[config.mk]
export PLATFORM = sky130hd
export DESIGN_NAME = ssd1351_spi_sink
export DESIGN_NICKNAME = d
export VERILOG_FILES = /design/src/rtl/ssd1351_pkg.sv /design/src/rtl/spi_byte_rx.sv /design/src/rtl/ssd1351_spi_sink.sv
export SDC_FILE = /design/constraint.sdc
export NUM_CORES = 1
export LEC_CHECK = 0
export ABC_AREA = 0
export ABC_CLOCK_PERIOD_IN_PS = 1900
export BUFFER_PORTS_ARGS = -buffer_cell sky130_fd_sc_hd__buf_2
export CORE_ASPECT_RATIO = 0.5
export CORE_MARGIN = 2
export CORE_UTILIZATION = 53
export DETAILED_ROUTE_END_ITERATION = 10
export HOLD_SLACK_MARGIN = 0.03
export PLACE_DENSITY = 0.86
export SLEW_MARGIN = 0
export SYNTH_ARGS = -nofsm -noshare
export SYNTH_HDL_FRONTEND = slang
export SYNTH_SLANG_ARGS = --single-unit
[constraint.sdc]
create_clock -name clk -period 1.9 [get_ports clk]
set_input_delay 0.095 -clock clk [delete_from_list [all_inputs] [get_ports clk]]
set_output_delay 0.095 -clock clk [all_outputs]
set_load 0.1 [all_outputs]
[src/rtl/ssd1351_pkg.sv]
// rtl/ssd1351_pkg.sv - shared opcodes, decoder states and colour widths for the SSD1351 SPI sink
//
// Contents:
//   CMD_SET_COL / CMD_SET_ROW / CMD_WRITE_RAM : decoded opcodes
//   RGB565 field widths and total colour width
//   dec_state_e                               : decoder state encoding
//   coord_step()                              : one window-pointer advance

package ssd1351_pkg;

   localparam logic [7:0] CMD_SET_COL   = 8'h15;
   localparam logic [7:0] CMD_SET_ROW   = 8'h75;
   localparam logic [7:0] CMD_WRITE_RAM = 8'h5C;

   localparam int RGB565_R_W = 5;
   localparam int RGB565_G_W = 6;
   localparam int RGB565_B_W = 5;
   localparam int RGB565_W   = RGB565_R_W + RGB565_G_W + RGB565_B_W;

   localparam int COORD_W = 7;

   typedef enum logic [1:0] {
      S_IDLE = 2'd0,
      S_COL  = 2'd1,
      S_ROW  = 2'd2,
      S_RAM  = 2'd3
   } dec_state_e;

   // Reaching the window end reloads the start; otherwise step with natural
   // 7-bit wrap, so windows with end < start run through 127 -> 0.
   function automatic logic [COORD_W-1:0] coord_step(
      input logic [COORD_W-1:0] cur,
      input logic [COORD_W-1:0] first,
      input logic [COORD_W-1:0] last
   );
      if (cur == last) begin
         return first;
      end
      return cur + 7'd1;
   endfunction

endpackage

[src/rtl/spi_byte_rx.sv]
// rtl/spi_byte_rx.sv - oversampling SPI byte receiver for the SSD1351 sink
//
// Optional build macro: SSD1351_SINK_SYNC_EN adds a 2-flop synchroniser on
// every SPI input (csn, clk, mosi, dc, resn).
//
// Ports:
//   clk, reset              : system clock, synchronous active-high reset
//   spi_csn/clk/mosi/dc     : raw SPI link inputs
//   spi_resn                : raw panel reset (active low)
//   byte_valid              : one-cycle strobe, byte_data/byte_dc valid
//   byte_data, byte_dc      : completed byte and its data/command tag
//   resn_s                  : panel reset aligned with the byte path
//   err_partial             : pulse when csn rises mid-byte

module spi_byte_rx (
   input  logic       clk,
   input  logic       reset,
   input  logic       spi_csn,
   input  logic       spi_clk,
   input  logic       spi_mosi,
   input  logic       spi_dc,
   input  logic       spi_resn,
   output logic       byte_valid,
   output logic [7:0] byte_data,
   output logic       byte_dc,
   output logic       resn_s,
   output logic       err_partial
);

   logic csn_s;
   logic sck_s;
   logic mosi_s;
   logic dc_s;

`ifdef SSD1351_SINK_SYNC_EN
   // Ordering {csn, clk, mosi, dc, resn}; idle values keep csn and resn high.
   localparam logic [4:0] SYNC_IDLE = 5'b10001;

   logic [4:0] sync1_q, sync1_d;
   logic [4:0] sync2_q, sync2_d;

   always_comb begin
      sync1_d = {spi_csn, spi_clk, spi_mosi, spi_dc, spi_resn};
      sync2_d = sync1_q;
   end

   always_ff @(posedge clk) begin
      if (reset) begin
         sync1_q <= SYNC_IDLE;
         sync2_q <= SYNC_IDLE;
      end else begin
         sync1_q <= sync1_d;
         sync2_q <= sync2_d;
      end
   end

   assign {csn_s, sck_s, mosi_s, dc_s, resn_s} = sync2_q;
`else
   assign {csn_s, sck_s, mosi_s, dc_s, resn_s} = {spi_csn, spi_clk, spi_mosi, spi_dc, spi_resn};
`endif

   logic       sck_prev_q, sck_prev_d;
   logic       csn_prev_q, csn_prev_d;
   logic [6:0] shift_q, shift_d;
   logic [2:0] cnt_q, cnt_d;
   logic       byte_valid_q, byte_valid_d;
   logic [7:0] byte_data_q, byte_data_d;
   logic       byte_dc_q, byte_dc_d;
   logic       err_q, err_d;

   logic       rise;
   logic [2:0] cnt_after;

   always_comb begin
      // An edge is still accepted in the cycle csn rises, so a byte whose
      // last bit coincides with csn deasserting completes normally.
      rise = sck_s & ~sck_prev_q & (~csn_s | ~csn_prev_q);

      sck_prev_d   = sck_s;
      csn_prev_d   = csn_s;
      shift_d      = shift_q;
      byte_valid_d = 1'b0;
      byte_data_d  = byte_data_q;
      byte_dc_d    = byte_dc_q;
      cnt_after    = cnt_q;

      if (rise) begin
         shift_d   = {shift_q[5:0], mosi_s};
         cnt_after = cnt_q + 3'd1;
         if (cnt_q == 3'd7) begin
            byte_valid_d = 1'b1;
            byte_data_d  = {shift_q, mosi_s};
            byte_dc_d    = dc_s;
         end
      end

      err_d = csn_s & ~csn_prev_q & (cnt_after != 3'd0);
      cnt_d = csn_s ? 3'd0 : cnt_after;
   end

   always_ff @(posedge clk) begin
      if (reset) begin
         sck_prev_q   <= 1'b0;
         csn_prev_q   <= 1'b1;
         shift_q      <= '0;
         cnt_q        <= '0;
         byte_valid_q <= 1'b0;
         byte_data_q  <= '0;
         byte_dc_q    <= 1'b0;
         err_q        <= 1'b0;
      end else begin
         sck_prev_q   <= sck_prev_d;
         csn_prev_q   <= csn_prev_d;
         shift_q      <= shift_d;
         cnt_q        <= cnt_d;
         byte_valid_q <= byte_valid_d;
         byte_data_q  <= byte_data_d;
         byte_dc_q    <= byte_dc_d;
         err_q        <= err_d;
      end
   end

   assign byte_valid  = byte_valid_q;
   assign byte_data   = byte_data_q;
   assign byte_dc     = byte_dc_q;
   assign err_partial = err_q;

endmodule

[src/rtl/ssd1351_spi_sink.sv]
// rtl/ssd1351_spi_sink.sv - SSD1351 SPI receive-side decoder emitting pixel writes
//
// Optional build macro: SSD1351_SINK_SYNC_EN (input synchroniser in spi_byte_rx,
// adds 2 cycles to every latency).
//
// Ports:
//   clk, reset                : system clock, synchronous active-high reset
//   spi_csn/clk/mosi/dc/resn  : SPI link from oled_video
//   cmd_valid, cmd_byte       : command strobe and last command byte (held)
//   px_we, px_x, px_y         : pixel write strobe and its coordinates
//   px_color                  : RGB565 {hi_byte, lo_byte}
//   frame_done                : with the write of the window's last pixel
//   err_partial               : csn rose with 1..7 bits received

module ssd1351_spi_sink
   import ssd1351_pkg::*;
#(
   parameter int c_x_size = 128,
   parameter int c_y_size = 128
) (
   input  logic                clk,
   input  logic                reset,
   input  logic                spi_csn,
   input  logic                spi_clk,
   input  logic                spi_mosi,
   input  logic                spi_dc,
   input  logic                spi_resn,
   output logic                cmd_valid,
   output logic [7:0]          cmd_byte,
   output logic                px_we,
   output logic [COORD_W-1:0]  px_x,
   output logic [COORD_W-1:0]  px_y,
   output logic [RGB565_W-1:0] px_color,
   output logic                frame_done,
   output logic                err_partial
);

   localparam logic [COORD_W-1:0] X_LAST = COORD_W'(c_x_size - 1);
   localparam logic [COORD_W-1:0] Y_LAST = COORD_W'(c_y_size - 1);

   logic       byte_valid;
   logic [7:0] byte_data;
   logic       byte_dc;
   logic       resn_s;

   spi_byte_rx u_rx (
      .clk         (clk),
      .reset       (reset),
      .spi_csn     (spi_csn),
      .spi_clk     (spi_clk),
      .spi_mosi    (spi_mosi),
      .spi_dc      (spi_dc),
      .spi_resn    (spi_resn),
      .byte_valid  (byte_valid),
      .byte_data   (byte_data),
      .byte_dc     (byte_dc),
      .resn_s      (resn_s),
      .err_partial (err_partial)
   );

   dec_state_e          state_q, state_d;
   logic                arg_idx_q, arg_idx_d;
   logic                hi_flag_q, hi_flag_d;
   logic [7:0]          hi_byte_q, hi_byte_d;
   logic [COORD_W-1:0]  col_start_q, col_start_d;
   logic [COORD_W-1:0]  col_end_q, col_end_d;
   logic [COORD_W-1:0]  row_start_q, row_start_d;
   logic [COORD_W-1:0]  row_end_q, row_end_d;
   logic [COORD_W-1:0]  x_q, x_d;
   logic [COORD_W-1:0]  y_q, y_d;
   logic                cmd_valid_q, cmd_valid_d;
   logic [7:0]          cmd_byte_q, cmd_byte_d;
   logic                px_we_q, px_we_d;
   logic [COORD_W-1:0]  px_x_q, px_x_d;
   logic [COORD_W-1:0]  px_y_q, px_y_d;
   logic [RGB565_W-1:0] px_color_q, px_color_d;
   logic                frame_done_q, frame_done_d;

   logic [COORD_W-1:0]  arg;

   always_comb begin
      arg = byte_data[COORD_W-1:0];

      state_d      = state_q;
      arg_idx_d    = arg_idx_q;
      hi_flag_d    = hi_flag_q;
      hi_byte_d    = hi_byte_q;
      col_start_d  = col_start_q;
      col_end_d    = col_end_q;
      row_start_d  = row_start_q;
      row_end_d    = row_end_q;
      x_d          = x_q;
      y_d          = y_q;
      cmd_valid_d  = 1'b0;
      cmd_byte_d   = cmd_byte_q;
      px_we_d      = 1'b0;
      px_x_d       = px_x_q;
      px_y_d       = px_y_q;
      px_color_d   = px_color_q;
      frame_done_d = 1'b0;

      // Panel reset overrides a byte completing in the same cycle.
      if (!resn_s) begin
         state_d     = S_IDLE;
         arg_idx_d   = 1'b0;
         hi_flag_d   = 1'b0;
         hi_byte_d   = '0;
         col_start_d = '0;
         col_end_d   = X_LAST;
         row_start_d = '0;
         row_end_d   = Y_LAST;
         x_d         = '0;
         y_d         = '0;
         cmd_byte_d  = '0;
         px_x_d      = '0;
         px_y_d      = '0;
         px_color_d  = '0;
      end else if (byte_valid) begin
         if (!byte_dc) begin
            cmd_valid_d = 1'b1;
            cmd_byte_d  = byte_data;
            arg_idx_d   = 1'b0;
            hi_flag_d   = 1'b0;
            case (byte_data)
               CMD_SET_COL:   state_d = S_COL;
               CMD_SET_ROW:   state_d = S_ROW;
               CMD_WRITE_RAM: begin
                  state_d = S_RAM;
                  x_d     = col_start_q;
                  y_d     = row_start_q;
               end
               default:       state_d = S_IDLE;
            endcase
         end else begin
            case (state_q)
               S_COL: begin
                  if (!arg_idx_q) begin
                     col_start_d = arg;
                     arg_idx_d   = 1'b1;
                  end else begin
                     col_end_d = arg;
                     arg_idx_d = 1'b0;
                     state_d   = S_IDLE;
                  end
               end
               S_ROW: begin
                  if (!arg_idx_q) begin
                     row_start_d = arg;
                     arg_idx_d   = 1'b1;
                  end else begin
                     row_end_d = arg;
                     arg_idx_d = 1'b0;
                     state_d   = S_IDLE;
                  end
               end
               S_RAM: begin
                  if (!hi_flag_q) begin
                     hi_byte_d = byte_data;
                     hi_flag_d = 1'b1;
                  end else begin
                     hi_flag_d  = 1'b0;
                     px_we_d    = 1'b1;
                     px_x_d     = x_q;
                     px_y_d     = y_q;
                     px_color_d = {hi_byte_q, byte_data};
                     x_d        = coord_step(x_q, col_start_q, col_end_q);
                     if (x_q == col_end_q) begin
                        y_d          = coord_step(y_q, row_start_q, row_end_q);
                        frame_done_d = (y_q == row_end_q);
                     end
                  end
               end
               default: ;
            endcase
         end
      end
   end

   always_ff @(posedge clk) begin
      if (reset) begin
         state_q      <= S_IDLE;
         arg_idx_q    <= 1'b0;
         hi_flag_q    <= 1'b0;
         hi_byte_q    <= '0;
         col_start_q  <= '0;
         col_end_q    <= X_LAST;
         row_start_q  <= '0;
         row_end_q    <= Y_LAST;
         x_q          <= '0;
         y_q          <= '0;
         cmd_valid_q  <= 1'b0;
         cmd_byte_q   <= '0;
         px_we_q      <= 1'b0;
         px_x_q       <= '0;
         px_y_q       <= '0;
         px_color_q   <= '0;
         frame_done_q <= 1'b0;
      end else begin
         state_q      <= state_d;
         arg_idx_q    <= arg_idx_d;
         hi_flag_q    <= hi_flag_d;
         hi_byte_q    <= hi_byte_d;
         col_start_q  <= col_start_d;
         col_end_q    <= col_end_d;
         row_start_q  <= row_start_d;
         row_end_q    <= row_end_d;
         x_q          <= x_d;
         y_q          <= y_d;
         cmd_valid_q  <= cmd_valid_d;
         cmd_byte_q   <= cmd_byte_d;
         px_we_q      <= px_we_d;
         px_x_q       <= px_x_d;
         px_y_q       <= px_y_d;
         px_color_q   <= px_color_d;
         frame_done_q <= frame_done_d;
      end
   end

   assign cmd_valid  = cmd_valid_q;
   assign cmd_byte   = cmd_byte_q;
   assign px_we      = px_we_q;
   assign px_x       = px_x_q;
   assign px_y       = px_y_q;
   assign px_color   = px_color_q;
   assign frame_done = frame_done_q;

endmodule

* Word-level counts from Yosys, hierarchy flattened
Index checks and enable logic that the tools add are counted.
** Storage, ports and cells
- Word-level logic and storage cells :: 120
- Output and inout port bits :: 42
- Latch bits :: 0
- Bits in read-only memories :: 0
- Input bits :: 7
- RAM bits :: 0
- Register bits after elaboration :: 118
- Memories kept :: 0
** Operators by class
- Bitwise gates (word level) :: 16
- Reduce and logical (&&, ||, !) cells :: 22
- Add/subtract/negate cells :: 3
- Multiply operators :: 0
- Muxes and demuxes :: 40
- Shift operators :: 0
- $lt $le $gt $ge :: 0
- Equality and inequality tests :: 14
- Divide/modulo/power cells :: 0
** Operator list (count)
- 7-bit 2-to-1 mux :: 13
- 4-bit AND reduction :: 7
- 1-bit 2-to-1 mux :: 22
- 8-bit by 7-bit == test with 1-bit output (second input constant) :: 2
- 7-bit by 1-bit adder with 7-bit output (second input constant) :: 2
- 7-bit == test :: 2
- 1-bit NOT :: 11
- 2-bit inequality test (second input constant) :: 5
- 8-bit by 5-bit == test with 1-bit output (second input constant) :: 1
- 2-bit AND reduction :: 4
- 2-bit OR reduction :: 4
- 7-bit OR reduction :: 1
- 2-bit 2-to-1 mux :: 3
- 2-bit case mux with 3 select lines :: 1
- 5-bit AND reduction :: 1
- 5-bit OR reduction :: 1
- 1-bit bitwise AND :: 4
- 2-bit == test (second input constant) :: 2
- 3-bit by 1-bit adder with 3-bit output (second input constant) :: 1
- 3-bit == test (second input constant) :: 1
- 3-bit 2-to-1 mux :: 1
- 3-bit AND reduction :: 1
- 3-bit nonzero test :: 1
- 3-bit OR reduction :: 1
- other kinds (3) :: 3

* Logic depth before layout (Yosys ltp)
- Word-level depth :: 13
- Depth in mapped cells :: 8

* By module
A second synthesis with hierarchy kept.
** Second synthesis, totals
- Cell total of the unflattened synthesis :: 593
- Area total of the unflattened synthesis :: 5034.8 um^2
** Modules (own cells, without submodules)
- ssd1351_spi_sink :: times used 1, cells each 490, area an instance 4025.1 um^2, seq. area each 1901.8 um^2
- spi_byte_rx :: times used 1, cells each 103, area an instance 1009.7 um^2, seq. area each 460.4 um^2

* Worst setup path after synthesis
OpenSTA, ideal clock, no wires.
- Kind :: register to register
- Start :: register u_rx.byte_data_q[5] (netlist: u_rx.byte_data[5])
- End :: register y_q[0]
- Required time :: 1.826 ns
- Arrival time :: 1.954 ns
- Setup slack :: -0.128 ns
- Cell stages (with the launch flop) :: 7
- Path through :: dfxtp_1 buf_6 or4b_4 o31a_1 buf_6 or4b_1 a31oi_1
** Between the ends
- Word-level cells in the longest chain between the ends :: 3
** RTL lines
- from (decl) :: line spi_byte_rx.sv:67 : logic [7:0] byte_data_q, byte_data_d;
- from (signal assigned) :: line spi_byte_rx.sv:117 : byte_data_q <= byte_data_d;
- 8-bit by 7-bit == test with 1-bit output :: line ssd1351_spi_sink.sv:124 : case (byte_data)
- 2-bit nonzero test (no line)
- 5-bit AND reduction (no line)
- to (signal assigned) :: line ssd1351_spi_sink.sv:208 : y_q <= y_d;
- to (decl) :: line ssd1351_spi_sink.sv:70 : logic [COORD_W-1:0] y_q, y_d;
Every way passes these cells.
A chain may end at the register's enable or synchronous reset.

* Final worst setup path
- Start :: register state_q[1]
- End :: register x_q[5]
** Between the ends
- Word-level cells in the longest chain between the ends :: 3
** RTL lines
- from (decl) :: line ssd1351_spi_sink.sv:61 : dec_state_e state_q, state_d;
- from (signal assigned) :: line ssd1351_spi_sink.sv:199 : state_q <= state_d;
- 2-bit == test :: line ssd1351_spi_sink.sv:135 : case (state_q)
- 2-bit inequality test (no line)
- 4-bit AND reduction (no line)
- to (signal assigned) :: line ssd1351_spi_sink.sv:189 : x_q <= '0;
- to (signal assigned) :: line ssd1351_spi_sink.sv:207 : x_q <= x_d;
- to (decl) :: line ssd1351_spi_sink.sv:69 : logic [COORD_W-1:0] x_q, x_d;
Every way passes these cells.

==> impl_metrics.ini <==
[grt]
met1_usage = 0.339
gr-usage-met2 = 0.419
grt_max_degree = 32
antenna_found_initial = 0
grt_use_total = 0.267
overflow = 0
busiest_layer = met2
grtUsageMet3 = 0.0949
grt_pass1_wl_um = 20700
first_global_vias = 4111

[yosys]
ys_seq_area_frac = 0.491
syn_area_mm2 = 0.00482
synth_area_leaders = dfxtp_1 49%, nand2_1 10%, mux2i_1 7.7%
syn_area_per_cell_um2 = 8.49
yosysTopAreaCellShare = 0.491
ys_ff_latch = 118
syn_nets = 581
yosysWarnings = 0
synth_cell_types = 45
syn_inst = 567
post-synth-top-area-cell = dfxtp_1

[sta]
relSlewSlack = 0.592
drv_slew = 0
fmaxAchievable_mhz = 496
setup_tns_ns = -0.835
worst_clock_skew_ns = 0.0138
worst_pin_slew_ns = 0.611
fin_crit_ns = 2.02
rsz0062_at_grt = true
post-route-period-util = 1.06
setup_violations = 12
hold_viol_final = 0
fin_ws_ns = -0.117

[job]
cap_violations = 0

[clock_tree]
clockBufferDepth = 2
tritoncts = built
cts_max_level = 4
clock_sinks = 118
cts-root-buf = clkbuf_16
cts_made_buffers = 17
clk_pin_slew_ns = 0.05
clock_latency_ns = 0.42

[critical_path]
critPathMaxFanout = 5
cp_num_buf_inv = 1
critPathKind = reg -> reg
slowest_stage = dfxtp_1
reg2reg_slack_ns = -0.12
cp_data_arrival_time_ns = 2.32
cp_top_family = simple AND/OR/NAND/NOR gates
slowest_delay_ns = 0.42
cp_cell_sequence = ha_1 > nand4_1 > o31a_1 > buf_4 > and4bb_2 > xnor2_1 > a21oi_1
start_kind = register
end_kind = register
cp.required_ns = 2.20

[final_layout]
diodes = 0
post_route_cells_drive_above_1_share = 0.233
fin_area_mm2 = 0.00610
area_delta_synth_final_pct = 26.7
layout.nets = 654

[die]
dieHeight_um = 71.4
row_count = 24
dieArea_mm2 = 0.00991
io_pins = 49
initial_utilization = 0.549
die_w_um = 139
core_area_mm2 = 0.00877

[detailed_routing]
vias = 4499
viasPerCell = 5.85
dr.pass1.iters = 5
routed_wl_um = 13800
wl_per_cell_um = 17.9
drt.antenna.violating_nets = 0
drc = 0
drt_iter0_drc = 692

[placement]
preCtsSetupSlack_ns = -0.0555
io_buffers = 48
place_area_mm2 = 0.00535
place_congestion = 0.863
hpwl_um = 7750

[min_path]
hold_class = in -> reg

[status]
outcome = finished, violations left
violations = negative setup slack

[pwr]
leakagePower_nw = 2.44
p_per_area_mw_per_mm2 = 931
ir_worst_vdd_mv = 0.663
[worst paths after layout]
kind	from	endpoint	cells after the start
worst min-delay path	reset	u_rx.byte_data[2]$_SDFFE_PP0P_	2
worst max register to register	state_q[1]$_SDFFE_PP0P_	x_q[5]$_SDFFE_PP0P_	7
worst min register to register	px_x[3]$_SDFFE_PP0P_	px_x[3]$_SDFFE_PP0P_	2
worst max-delay path	state_q[1]$_SDFFE_PP0P_	x_q[5]$_SDFFE_PP0P_	7
[stage by stage]
| step | instances | utilization | hold slack (ns) | power [mW] |
|---|---|---|---|---|
| 2_1_floorplan | 567 | - | 0.220 | 2.60 |
| 3_3_place_gp | 731 | 0.611 | 0.323 | 2.62 |
| 3_5_place_dp | 731 | 0.611 | 0.332 | 2.63 |
| 4_1_cts | 766 | 0.680 | 0.0644 | 5.67 |
| 5_1_grt | 769 | 0.696 | 0.0816 | 5.82 |
| 6_report | 769 | 0.696 | 0.0775 | 5.68 |
[power by group]
group          switching (mW)  internal, mW
Sequential            0.00417          2.48
Combinational          0.0685        0.0331
Clock                    1.12          1.97
[state kept, by name, indices dropped and copies added, names as in the netlist, 2 cells and up]
register / flops
col_end_q: 7
hi_byte_q: 8
px_x: 7
cmd_byte: 8
y_q: 7
col_start_q: 7
u_rx.cnt_q: 3
state_q: 2
px_y: 7
row_start_q: 7
row_end_q: 7
px_color: 16
u_rx.byte_data: 8
u_rx.shift_q: 7
x_q: 7
[Yosys cell counts]
cell / number
a21boi_1: 1
nor4b_1: 1
nand4bb_1: 1
a211oi_1: 6
and2_1: 1
nor4_1: 2
or2_2: 3
o22ai_1: 1
xor2_1: 15
o21ai_0: 4
o211a_1: 1
buf_2: 1
inv_1: 8
clkbuf_1: 41
o31ai_1: 4
dfxtp_1: 118
or2_1: 1
o41ai_1: 1
nor2_1: 52
a31oi_1: 2
a2bb2oi_1: 1
or4b_4: 1
a221oi_1: 1
ha_1: 7
a32o_1: 2
and4bb_2: 1
nand4b_1: 1
xnor2_1: 5
nand2b_1: 5
or4b_1: 2
nand4_1: 5
o31a_1: 1
o211ai_1: 2
nand2_1: 134
o21bai_1: 1
mux2_2: 1
nand3_1: 21
and4_1: 2
a21boi_0: 1
buf_6: 2
a21oi_1: 54
mux2i_1: 37
nor3_1: 5
o32ai_1: 6
nor2b_1: 5
[logic make-up (layout without fill, tap and decap cells)]
kind of cell,after synthesis,after routing,share of synthesized area
compound gates,89,89,0.112
mux,38,38,0.0792
flops,118,118,0.491
simple gates,243,243,0.220
xor+xnor,20,20,0.0364
buf+inv,52,137,0.0439
fa+ha+maj,7,7,0.0182
[per-layer routing]
layer | share of wire | vias to the layer above
li1 | - | 2059
met1 | 0.42 | 2117
met2 | 0.45 | 276
met3 | 0.10 | 47
met4 | 0.032 | 0
met5 | 0 | -
[layout make-up]
type | instances | area (um^2)
sequential | 118 | 2360
clock inverter | 10 | 105
clock buffer | 21 | 460
multi-input combinational | 397 | 2360
timing repair buffer | 98 | 633
tap | 117 | 146
fill | 591 | 2670
inverter | 8 | 30.0
[timing repair]
action	CTS	global route
gates resized for setup	1	24
endpoints found under the hold margin	6	0
hold buffers	4	0
setup endpoints to repair	10	13
pin swaps	0	9
setup buffers	0	3
[placed cells by master (no fill, tap or decap), types with 15 or more instances in the layout]
cell type	count
a21oi_1	52
buf_2	48
buf_4	44
clkbuf_16	17
dfxtp_1	117
mux2i_1	37
nand2_1	134
nand3_1	21
nor2_1	51
xor2_1	15
Note: power is estimated with default switching activity, not from simulation.
